### src/rtl/pipe_ctrl_pkg.sv
// Shared definitions for the pipeline hazard controller.
//   - Stage index constants for the default 7-stage pipeline (PREIF .. WB).
//   - ctrl_vec_t: one bit per stage, used for write/flush/bubble vectors.
//   - arb_sel_e: which priority level currently owns the pipeline controls.
package pipe_ctrl_pkg;

    localparam int unsigned NSTAGE = 7;

    localparam int unsigned PREIF = 0;
    localparam int unsigned IF    = 1;
    localparam int unsigned ID    = 2;
    localparam int unsigned EX    = 3;
    localparam int unsigned MEM   = 4;
    localparam int unsigned DC    = 5;
    localparam int unsigned WB    = 6;

    typedef logic [NSTAGE-1:0] ctrl_vec_t;

    typedef enum logic [2:0] {
        ARB_RESET,
        ARB_DFREEZE,
        ARB_FLUSH,
        ARB_FREEZE,
        ARB_STALL,
        ARB_REDIRECT,
        ARB_NORMAL
    } arb_sel_e;

endpackage

### src/rtl/pipe_hazard_ctrl_tracker.sv
// store_line_tracker: in-flight cached store tracker for the MEM stage.
//   Circular FIFO of SB_DEPTH line tags (read/write pointers carry a wrap bit),
//   plus line comparators against the MEM-stage load/store address.
// Ports:
//   clk, rst        clock, synchronous active-high reset
//   push_i          cached store enters the D-cache write path
//   push_tag_i      line tag of that store
//   pop_i           D-cache retired the oldest tracked store
//   ld_check_i      MEM-stage request is valid and cacheable
//   ld_tag_i        line tag of the MEM-stage request
//   conflict_o      MEM request must wait (line match or tracker full)
//   full_o          tracker holds SB_DEPTH entries
//   err_o           sticky: pop on empty, or push on full without pop
module store_line_tracker
    import pipe_ctrl_pkg::*;
#(
    parameter int unsigned TAG_W    = 28,
    parameter int unsigned SB_DEPTH = 4
) (
    input  logic             clk,
    input  logic             rst,
    input  logic             push_i,
    input  logic [TAG_W-1:0] push_tag_i,
    input  logic             pop_i,
    input  logic             ld_check_i,
    input  logic [TAG_W-1:0] ld_tag_i,
    output logic             conflict_o,
    output logic             full_o,
    output logic             err_o
);

    localparam int unsigned PTR_W = $clog2(SB_DEPTH);

    logic [TAG_W-1:0] tag_q [SB_DEPTH];
    logic [PTR_W:0]   rd_ptr;
    logic [PTR_W:0]   wr_ptr;
    logic [PTR_W:0]   count;
    logic             empty;
    logic             full;
    logic             do_push;
    logic             do_pop;
    logic             hit;
    logic             err_q;

    assign count   = wr_ptr - rd_ptr;
    assign empty   = (count == '0);
    assign full    = (count == (PTR_W+1)'(SB_DEPTH));
    assign do_pop  = pop_i & ~empty;
    // A pop in the same cycle frees the slot, so push on full is legal then.
    assign do_push = push_i & (~full | do_pop);

    // An entry is live when its distance from the read pointer is below count.
    // The head entry being popped this cycle no longer blocks the load.
    always_comb begin : match_blk
        logic [PTR_W-1:0] off;
        hit = 1'b0;
        off = '0;
        for (int unsigned i = 0; i < SB_DEPTH; i++) begin
            off = PTR_W'(i) - rd_ptr[PTR_W-1:0];
            if (({1'b0, off} < count) && !(do_pop && (off == '0)) &&
                (tag_q[i] == ld_tag_i)) begin
                hit = 1'b1;
            end
        end
    end

    assign conflict_o = ld_check_i & (hit | (full & ~do_pop));
    assign full_o     = full;
    assign err_o      = err_q;

    always_ff @(posedge clk) begin
        if (rst) begin
            rd_ptr <= '0;
            wr_ptr <= '0;
            err_q  <= 1'b0;
        end else begin
            if (do_push) begin
                wr_ptr <= wr_ptr + 1'b1;
            end
            if (do_pop) begin
                rd_ptr <= rd_ptr + 1'b1;
            end
            if ((pop_i & empty) | (push_i & full & ~pop_i)) begin
                err_q <= 1'b1;
            end
        end
    end

    // Tag storage carries no reset; liveness comes from the pointers.
    always_ff @(posedge clk) begin
        if (!rst && do_push) begin
            tag_q[wr_ptr[PTR_W-1:0]] <= push_tag_i;
        end
    end

endmodule

### src/rtl/pipe_hazard_ctrl.sv
// pipe_hazard_ctrl: central stall/flush arbiter for an NSTAGE pipeline.
//   Arbitrates D-side freeze, exception flush (incl. a pending-flush latch that
//   survives a D-side freeze), I-side/MDU freeze, per-stage stalls (incl. the
//   store-after-store line hazard at MEM) and fetch redirects.
// Ports:
//   clk, rst                 clock, synchronous active-high reset
//   flush_exc_i              exception flush request (may be a 1-cycle pulse)
//   d_freeze_i, i_freeze_i   D-side / I-side TLB or cache busy
//   mdu_busy_i               mul/div unit busy
//   stall_req_i[k]           stage k must hold
//   redirect_i[k]            stage k redirects fetch
//   ld_req_i, ld_cached_i,
//   ld_addr_i                MEM-stage request, cacheable flag, address
//   st_push_i, st_addr_i     cached store enters the D-cache write path
//   st_pop_i                 D-cache retired the oldest tracked store
//   wr_o, flush_o, dis_wr_o  per-stage write enable / clear / bubble
//   icache_flush_o           kill outstanding I-fetch
//   ireq_valid_o, dreq_valid_o      cache requests allowed
//   icache_stall_o, dcache_stall_o  caches hold ready data
//   flush_pend_o             pending exception flush latched
//   sb_full_o, sb_err_o      store tracker full / sticky misuse flag
module pipe_hazard_ctrl
    import pipe_ctrl_pkg::*;
#(
    parameter int unsigned NSTAGE     = 7,
    parameter int unsigned MEM_IDX    = 4,
    parameter int unsigned EXC_IDX    = 4,
    parameter int unsigned ADDR_W     = 32,
    parameter int unsigned LINE_OFF_W = 4,
    parameter int unsigned SB_DEPTH   = 4
) (
    input  logic              clk,
    input  logic              rst,
    input  logic              flush_exc_i,
    input  logic              d_freeze_i,
    input  logic              i_freeze_i,
    input  logic              mdu_busy_i,
    input  logic [NSTAGE-1:0] stall_req_i,
    input  logic [NSTAGE-1:0] redirect_i,
    input  logic              ld_req_i,
    input  logic              ld_cached_i,
    input  logic [ADDR_W-1:0] ld_addr_i,
    input  logic              st_push_i,
    input  logic [ADDR_W-1:0] st_addr_i,
    input  logic              st_pop_i,
    output logic [NSTAGE-1:0] wr_o,
    output logic [NSTAGE-1:0] flush_o,
    output logic [NSTAGE-1:0] dis_wr_o,
    output logic              icache_flush_o,
    output logic              ireq_valid_o,
    output logic              dreq_valid_o,
    output logic              icache_stall_o,
    output logic              dcache_stall_o,
    output logic              flush_pend_o,
    output logic              sb_full_o,
    output logic              sb_err_o
);

    localparam int unsigned TAG_W = ADDR_W - LINE_OFF_W;

    logic              flush_pend;
    logic              flush_pend_nxt;
    logic              conflict;
    logic              sb_full;
    logic              sb_err;
    logic [NSTAGE-1:0] stall_vec;
    int unsigned       stall_k;
    int unsigned       redir_k;
    arb_sel_e          sel;
    logic              unused_addr_lsb;

    // Only line tags are compared; offset bits within a line are don't-care.
    assign unused_addr_lsb = ^{ld_addr_i[LINE_OFF_W-1:0], st_addr_i[LINE_OFF_W-1:0]};

    store_line_tracker #(
        .TAG_W    (TAG_W),
        .SB_DEPTH (SB_DEPTH)
    ) u_tracker (
        .clk        (clk),
        .rst        (rst),
        .push_i     (st_push_i),
        .push_tag_i (st_addr_i[ADDR_W-1:LINE_OFF_W]),
        .pop_i      (st_pop_i),
        .ld_check_i (ld_req_i & ld_cached_i),
        .ld_tag_i   (ld_addr_i[ADDR_W-1:LINE_OFF_W]),
        .conflict_o (conflict),
        .full_o     (sb_full),
        .err_o      (sb_err)
    );

    always_comb begin
        stall_vec          = stall_req_i;
        stall_vec[MEM_IDX] = stall_req_i[MEM_IDX] | conflict;
    end

    // Highest requesting stage wins: everything older than it must hold too.
    always_comb begin
        stall_k = 0;
        redir_k = 0;
        for (int unsigned i = 0; i < NSTAGE; i++) begin
            if (stall_vec[i]) begin
                stall_k = i;
            end
            if (redirect_i[i]) begin
                redir_k = i;
            end
        end
    end

    always_comb begin
        if (rst) begin
            sel = ARB_RESET;
        end else if (d_freeze_i) begin
            sel = ARB_DFREEZE;
        end else if (flush_exc_i | flush_pend) begin
            sel = ARB_FLUSH;
        end else if (i_freeze_i | mdu_busy_i) begin
            sel = ARB_FREEZE;
        end else if (|stall_vec) begin
            sel = ARB_STALL;
        end else if (|redirect_i) begin
            sel = ARB_REDIRECT;
        end else begin
            sel = ARB_NORMAL;
        end
    end

    always_comb begin
        wr_o           = '0;
        flush_o        = '0;
        dis_wr_o       = '0;
        icache_flush_o = 1'b0;
        ireq_valid_o   = 1'b0;
        dreq_valid_o   = 1'b0;
        icache_stall_o = 1'b0;
        dcache_stall_o = 1'b0;
        case (sel)
            ARB_RESET: begin
                flush_o = '1;
            end
            ARB_DFREEZE, ARB_FREEZE: begin
                for (int unsigned i = 0; i < NSTAGE; i++) begin
                    dis_wr_o[i] = (i > MEM_IDX);
                end
                // HI/LO write must not retire while the MDU is still busy.
                if (sel == ARB_FREEZE && mdu_busy_i) begin
                    dis_wr_o[EX] = 1'b1;
                end
                icache_stall_o = 1'b1;
                dcache_stall_o = 1'b1;
            end
            ARB_FLUSH: begin
                for (int unsigned i = 0; i < NSTAGE; i++) begin
                    wr_o[i]    = (i == 0) || (i > EXC_IDX);
                    flush_o[i] = (i >= 1) && (i <= EXC_IDX);
                end
                dis_wr_o[EXC_IDX] = 1'b1;
                icache_flush_o    = 1'b1;
            end
            ARB_STALL: begin
                for (int unsigned i = 0; i < NSTAGE; i++) begin
                    wr_o[i]     = (i > stall_k);
                    dis_wr_o[i] = (i == stall_k + 1);
                end
                icache_stall_o = 1'b1;
                dreq_valid_o   = (stall_k < MEM_IDX);
            end
            ARB_REDIRECT: begin
                for (int unsigned i = 0; i < NSTAGE; i++) begin
                    flush_o[i] = (i >= 1) && (i < redir_k);
                    wr_o[i]    = (i == 0) || (i >= redir_k);
                end
                icache_flush_o = 1'b1;
                dreq_valid_o   = 1'b1;
            end
            ARB_NORMAL: begin
                wr_o         = '1;
                ireq_valid_o = 1'b1;
                dreq_valid_o = 1'b1;
            end
            default: begin
                flush_o = '1;
            end
        endcase
    end

    // Any unfrozen cycle either applies the flush (P2) or had none pending,
    // so the latch only survives while the D side stays frozen.
    assign flush_pend_nxt = d_freeze_i ? (flush_pend | flush_exc_i) : 1'b0;

    always_ff @(posedge clk) begin
        if (rst) begin
            flush_pend <= 1'b0;
        end else begin
            flush_pend <= flush_pend_nxt;
        end
    end

    assign flush_pend_o = flush_pend;
    assign sb_full_o    = sb_full;
    assign sb_err_o     = sb_err;

endmodule

### config.mk
export PLATFORM = sky130hd
export DESIGN_NAME = pipe_hazard_ctrl
export DESIGN_NICKNAME = d
export VERILOG_FILES = /design/src/rtl/pipe_ctrl_pkg.sv /design/src/rtl/pipe_hazard_ctrl_tracker.sv /design/src/rtl/pipe_hazard_ctrl.sv
export SDC_FILE = /design/constraint.sdc
export NUM_CORES = 1
export LEC_CHECK = 0
export CORE_UTILIZATION = 50
export DETAILED_ROUTE_END_ITERATION = 6
export GPL_ROUTABILITY_DRIVEN = 0
export MAX_ROUTING_LAYER = met4
export PLACE_DENSITY_LB_ADDON = 0.15
export SYNTH_ARGS = -nofsm -noshare
export SYNTH_HDL_FRONTEND = slang
export SYNTH_SLANG_ARGS = --single-unit
### constraint.sdc
create_clock -name clk -period 4.8 [get_ports clk]
set_input_delay 0.72 -clock clk [delete_from_list [all_inputs] [get_ports clk]]
set_output_delay 0.72 -clock clk [all_outputs]
set_load 0.01 [all_outputs]
==> results of run 1 <==
==> synthesized netlist by cell type (2+ instances only) <==
| library cell | count |
|---|---|
| edfxtp_1 | 112 |
| xor2_1 | 75 |
| xnor2_1 | 43 |
| nor2_1 | 27 |
| nor4_1 | 23 |
| nand4_1 | 15 |
| nand2_1 | 13 |
| inv_1 | 12 |
| ha_1 | 11 |
| dfxtp_1 | 8 |
| o21ai_0 | 8 |
| nand3_1 | 7 |
| nor3_1 | 7 |
| a21oi_1 | 4 |
| and2_1 | 4 |
| clkbuf_1 | 4 |
| maj3_1 | 4 |
| a41o_1 | 3 |
| o31ai_1 | 3 |
| or3_1 | 3 |
| a21o_2 | 2 |
| and4_1 | 2 |
| nand2b_1 | 2 |
| nand3b_1 | 2 |
| nor3b_1 | 2 |
| o2111ai_1 | 2 |
==> final timing paths <==
path	endpoint	depth (start not counted)	startpoint	slack, ns
setup / recovery	wr_o[4]	14	u_tracker.wr_ptr[0]	0.21
hold / removal	u_tracker.err_o	2	u_tracker.err_o	0.48
setup reg to reg	u_tracker.tag_q[3][8]	10	u_tracker.wr_ptr[0]	1.57
hold reg to reg	u_tracker.err_o	2	u_tracker.err_o	0.48
==> cell type report <==
class                   count  area [um2]
clock buffers              17         425
clock inverters            15         176
fillers                   752        3140
inverters                  12        45.0
multi-input cells         279        2140
flip-flops and latches    120        3520
well taps                 140         175
repair buffers            146        1360
==> registers in the layout, indices dropped and copies added, names as in the netlist <==
name and count:
u_tracker.tag_q 112, u_tracker.rd_ptr 3, u_tracker.wr_ptr 3, flush_pend_o 1, u_tracker.err_o 1
==> routing by layer <==
layer	part of all wire, %	routed length (um)	vias up
li1	-	-	1861
met1	41	5590	1853
met2	49	6620	161
met3	7.2	978	35
met4	2.3	316	0
met5	0	0	-
==> power by group <==
part           leakage (nW)  switching, W  internal [W]
Sequential             1.08     0.0000327       0.00121
Clock                 0.289      0.000463      0.000816
Combinational          1.48      0.000265      0.000242
Total                  2.85      0.000760       0.00227
==> tightest hold or removal path, cell delays in order (launching register included) <==
cell     delay [ns]
dfxtp_1        0.32
nor2_1         0.05
nor2_1         0.07
==> per-stage QoR <==
| stage | setup slack [ns] | TNS [ns] |
|---|---|---|
| CTS | 0.0122 | 0 |
| detailed placement | -0.131 | -0.378 |
| finish | 0.208 | 0 |
| global placement | -0.0822 | -0.184 |
| floorplan | 0.639 | 0 |
| global route | 0.00898 | 0 |
==> cells by family after synthesis <==
group | after synthesis | share of synthesized area [%]
AOI/OAI and AO/OA | 35 | 5.10
and+or+nand+nor | 109 | 10.0
buffers and inverters | 18 | 1.33
xor gates and xnor gates | 119 | 18.5
adders and majority gates | 16 | 3.46
DFF | 120 | 61.6
==> repair_timing <==
item / in CTS / in global routing
pin swaps: 1 / 2
endpoints found under the setup margin: 21 / 20
resized for setup: 14 / 11
setup buffers: 1 / 2
==> results_dict.tcl, run 1 <==
set metrics [dict create \
    crit_required_ns 4.08 \
    routed_wl_mm 13.5 \
    setup_viol 0 \
    finalHoldViolCount 0 \
    path_class "flop to primary output" \
    cts_sinks 120 \
    die_w_um 109 \
    finalInstanceArea_mm2 0.00785 \
    htree_levels 4 \
    place_hpwl_mm 9.75 \
    cp_top_family "adder cells" \
    yosysTopAreaCell "edfxtp_1" \
    start_util_pct 52.1 \
    syn_avg_cell_area_um2 13.7 \
    use_met2_pct 40.3 \
    max_stage_delay_ns 0.60 \
    clock_path_buffers 2 \
    endpoint_kind "primary output" \
    synth_edf_count 112 \
    syn_inst 417 \
    cp-start-kind "flop" \
    fin_crit_sh_pct 95.7 \
    top_usage_layer "met2" \
    status "finished clean" \
    grt_max_degree 29 \
    num_antenna_cells 0 \
    p_leak_nw 2.85 \
    synth_area_leaders "edfxtp_1 (59%), xor2_1 (11%), xnor2_1 (6.6%), dfxtp_1 (2.8%), nor4_1 (2.5%)" \
    drive_gt1_share_pct 15.1 \
    insertion_delay_ns 0.41 \
    core-area_mm2 0.0110 \
    synth_top_flop_cell "edfxtp_1" \
    route.antenna.remaining_nets 0 \
    slew_viol_final 0 \
    place.port_buffers 108 \
    ios 117 \
    worstMarginPinSlew_ns 0.738 \
    layout.cells.non_filler 729 \
    antenna_found_initial 0 \
    place_area_mm2 0.00721 \
    die_h_um 109 \
    via_per_inst 5.36 \
    routedWlPerCell_um 18.5 \
    dp.cells 694 \
    rsz0062_at_grt "no" \
    numCtsBuffers 17 \
    cts-root-buf "clkbuf_16" \
    seq_area_frac_synth_pct 61.6 \
    drc 0 \
    powerDensity_mw_per_mm2 386 \
    fmax_ghz 0.218 \
    slew_headroom_pct 50.8 \
    area_growth_pct 37.1 \
    power.total_w 0.00303 \
    ys_warn_count 0 \
    grt_use_total_pct 25.0 \
    post-route-util_pct 71.4 \
    crit_fanout 12 \
    critical_path_buf_inv_count 5 \
    cp.arrival_ns 3.87 \
    final_cell_mix "edfxtp_1 (112), clkdlybuf4s50_1 (95), xor2_1 (75), xnor2_1 (43), buf_4 (38)" \
    drt_iter0_drc 264 \
    worstHoldPathType "flop to flop" \
    cp_common_cell "buf_4" \
    ys_async_sr_fraction_pct 0 \
    cp_slowest_cell "clkdlybuf4s50_1" \
    cp_cell_sequence "inv_2, ha_2, fa_2, inv_1, maj3_1, nor2_1, o31ai_1, nand2_1, a41o_1, buf_4, nand3b_1, buf_4, o41ai_1, clkdlybuf4s50_1" \
    netlist_area_mm2 0.00572 \
    cts_tree "built" \
    first_pass_iters 5 \
    die-area_mm2 0.0119 \
    vias 3910 \
    grt_pass1_wl_mm 20.5 \
    max-vdd-ir-drop_mv 0.370 \
    grt_use_met1_pct 31.1 \
    hold_buffers 0 \
    syn_nets 517 \
    fin_nets 676 \
    rows 38 \
    ys_seq_elements 120 \
    worst_hold_slack_ns 0.482 \
    skew_ns 0.00670 \
    overflow 0 \
    final_common_cell "edfxtp_1" \
    grt_pass1_vias 3925 \
    netlist-cell-type-count 45 \
    use_met3_pct 5.74 \
    finalCriticalPeriod_ns 4.59 \
    drv_cap 0 \
    synth_top_cell_area_share_pct 58.8 \
    path_clk_slew_ns 0.05 \
]
No activity file was read; power rests on OpenSTA's default activity.
==> inputs of run 2 (changes only) <==
SYNTH_HIERARCHICAL = 1   (was unset)
==> run 2 against run 1 <==
First-iteration DRC count is 19% higher. Non-clock buffer count fell by 4. Sequential power barely moved. Hold slack got worse by 0.0036 ns. Cell area about the same. Sequential share of layout area barely moved. Synthesized cell count grew 0.24%. Worst setup slack worse by 0.12 ns. Fmax shrank 2.6%. Die area up 0.81%. Critical endpoint is now dis_wr_o[4]. Largest cell class unchanged.
==> results_dict.tcl, run 2 <==
set metrics [dict create \
    status "finished clean" \
    drc 0 \
    crit_fanout 5 \
    yosysMostFrequentCell "edfxtp_1" \
    numCtsBuffers 17 \
    num_antenna_cells 0 \
    place_hpwl_mm 9.51 \
    cp_top_family "adder cells" \
    insertion_delay_ns 0.42 \
    grt_use_total_pct 25.0 \
    ys_seq_elements 120 \
    htree_levels 4 \
    seq_area_frac_synth_pct 61.1 \
    ys_async_sr_fraction_pct 0 \
    antenna_found_initial 0 \
    post-route-util_pct 71.1 \
    path_clk_slew_ns 0.06 \
    die_h_um 109 \
    setup_ws_ns 0.0881 \
    wl_met3_um 836 \
    ios 117 \
    endpoint_kind "primary output" \
    p_sw_share_pct 27.2 \
    synth_area_leaders "edfxtp_1 (58%), xor2_1 (12%), xnor2_1 (5.9%), dfxtp_1 (2.8%), ha_1 (2.4%)" \
    syn_inst 418 \
    post-place-ws_ns -0.00861 \
    met2_length_mm 6.63 \
    synth_edf_count 112 \
    cp-start-kind "flop" \
    hold_buffers 0 \
    grt_pass1_wl_mm 20.5 \
    path_class "flop to primary output" \
    switching_power_w 0.000802 \
    slew_viol_final 0 \
    skew_ns 0.00833 \
    via_per_inst 5.34 \
    cp_slowest_cell "clkdlybuf4s50_1" \
    syn_avg_cell_area_um2 13.8 \
    clock_path_buffers 2 \
    max-vdd-ir-drop_mv 0.338 \
    core-area_mm2 0.0110 \
    rsz0062_at_grt "yes" \
    intPower_w 0.00215 \
    fmax_ghz 0.212 \
    overflow 0 \
    netlist-cell-type-count 52 \
    critical_path_buf_inv_count 3 \
    cts_sinks 120 \
    rows 38 \
    worst_hold_slack_ns 0.479 \
    final_cell_mix "edfxtp_1 (112), clkdlybuf4s50_1 (91), xor2_1 (77), xnor2_1 (39), buf_4 (34)" \
    cts-root-buf "clkbuf_16" \
    finalCriticalPeriod_ns 4.71 \
    fin_nets 672 \
    start_util_pct 52.3 \
    power.total_w 0.00295 \
    finalHoldViolCount 0 \
    seqPwrFrac_pct 42.2 \
    cp_common_cell "inv_1" \
    pwr-share-clk_pct 38.3 \
    worstMarginPinSlew_ns 0.661 \
    dr.max_layer_used "met4" \
    ys_warn_count 6 \
    max_stage_delay_ns 0.55 \
    grt_pass1_vias 3894 \
    setup_viol 0 \
    largest_reg_flops 112 \
    p_leak_nw 2.86 \
    synth_top_flop_cell "edfxtp_1" \
    routedWlPerCell_um 18.6 \
    fin_crit_sh_pct 98.2 \
    slew_headroom_pct 55.6 \
    final_common_cell "edfxtp_1" \
    pwr-share-comb_pct 19.5 \
    grt_max_degree 29 \
    worstHoldPathType "flop to flop" \
    crit_required_ns 4.08 \
    routed_wl_mm 13.5 \
    wl_met1_mm 5.77 \
    drv_cap 0 \
    netlist_area_mm2 0.00577 \
    yosysTopAreaCell "edfxtp_1" \
    synth_top_cell_area_share_pct 58.3 \
    powerDensity_mw_per_mm2 376 \
    area_growth_pct 36.0 \
    syn_nets 518 \
    route.antenna.remaining_nets 0 \
    drt_iter0_drc 314 \
    die-area_mm2 0.0120 \
    synth_top_cells_by_count "edfxtp_1 (112), xor2_1 (77), xnor2_1 (39)" \
    cts_tree "built" \
    die_w_um 109 \
    cp_cell_sequence "inv_1, ha_1, fa_1, inv_1, maj3_1, nor2_2, nor3_1, o211ai_1, nand3_2, nor4_4, nand2_2, ha_4, nand2_1, o21ai_1, clkdlybuf4s50_1" \
    n_fill_cell 798 \
    vias 3873 \
    drive_gt1_share_pct 15.9 \
    first_pass_iters 5 \
    place.port_buffers 108 \
    cp.arrival_ns 3.99 \
]
run 2: cell types whose count changed after synthesis, sizes merged, moves of 3 or more:
| cell | before | now |
|---|---|---|
| nor2 | 27 | 30 |
| a41o | 3 | 0 |
| or2 | 1 | 4 |
| nand2 | 14 | 8 |
| nand4 | 15 | 12 |
| nor3 | 7 | 12 |
| xnor2 | 43 | 39 |
run 2: path summary, 6_finish.rpt:
path / from / endpoint / slack (ns) / cells after the start
worst max-delay path: u_tracker/wr_ptr[0] / dis_wr_o[4] / 0.09 / 15
worst min-delay path: u_tracker/err_o / u_tracker/err_o / 0.48 / 2
worst max register to register: u_tracker/wr_ptr[0] / u_tracker/tag_q[1][23] / 1.87 / 10
worst min register to register: u_tracker/err_o / u_tracker/err_o / 0.48 / 2
run 2: logic make-up (layout without fill, tap and decap cells):
kind of cell | Yosys count | after routing | share of synthesized area (%)
buf+inv | 17 | 184 | 1.26
simple gates | 113 | 113 | 11.2
mux | 2 | 2 | 0.347
fa+ha+maj | 16 | 16 | 3.43
xor+xnor | 117 | 117 | 18.0
flops | 120 | 120 | 61.1
compound gates | 33 | 33 | 4.64
run 2: per-stage QoR:
| stage | TNS, ns | instances | cell area [um2] |
|---|---|---|---|
| after floorplan | 0 | 418 | 5770 |
| after global placement | 0 | 687 | 7210 |
| after detailed placement | -0.00861 | 687 | 7210 |
| after CTS | 0 | 721 | 7770 |
| after global routing | -0.134 | 725 | 7850 |
| final | 0 | 725 | 7850 |
run 2: area by class of cell:
type                    count  area [um2]  area share (%)
well taps                 140         175            2.23
clock inverters            14        98.8            1.26
flip-flops and latches    120        3520            44.9
clock buffers              18         429            5.47
multi-input cells         281        2250            28.6
inverters                  10        37.5           0.478
repair buffers            142        1330            17.0
run 2: power by group through the flow:
| stage | logic [W] | clock network (W) | registers, W |
|---|---|---|---|
| 4_1_cts | 0.000532 | 0.00115 | 0.00124 |
| 3_3_place_gp | 0.000511 | 0 | 0.00126 |
| 5_1_grt | 0.000623 | 0.00120 | 0.00125 |
| 6_report | 0.000574 | 0.00113 | 0.00124 |
| 2_1_floorplan | 0.000280 | 0 | 0.00126 |
| 3_5_place_dp | 0.000523 | 0 | 0.00127 |
run 2: per-layer routing:
| layer | track usage, % | vias up |
|---|---|---|
| met5 | - | - |
| met4 | 9.81 | 0 |
| met3 | 7.35 | 19 |
| met2 | 39.3 | 122 |
| met1 | 30.6 | 1873 |
| li1 | - | 1859 |
run 2: tightest hold or removal path: cells and delay by family, from the launching register on:
kind	cells	cell delay, ns
AND/OR/NAND/NOR	2	0.12
flip-flops	1	0.33
run 2: timing repair:
item	4_1_cts	5_1_grt
resized for setup	15	19
setup buffers	2	4
pin swaps	1	1
setup endpoints to repair	16	20
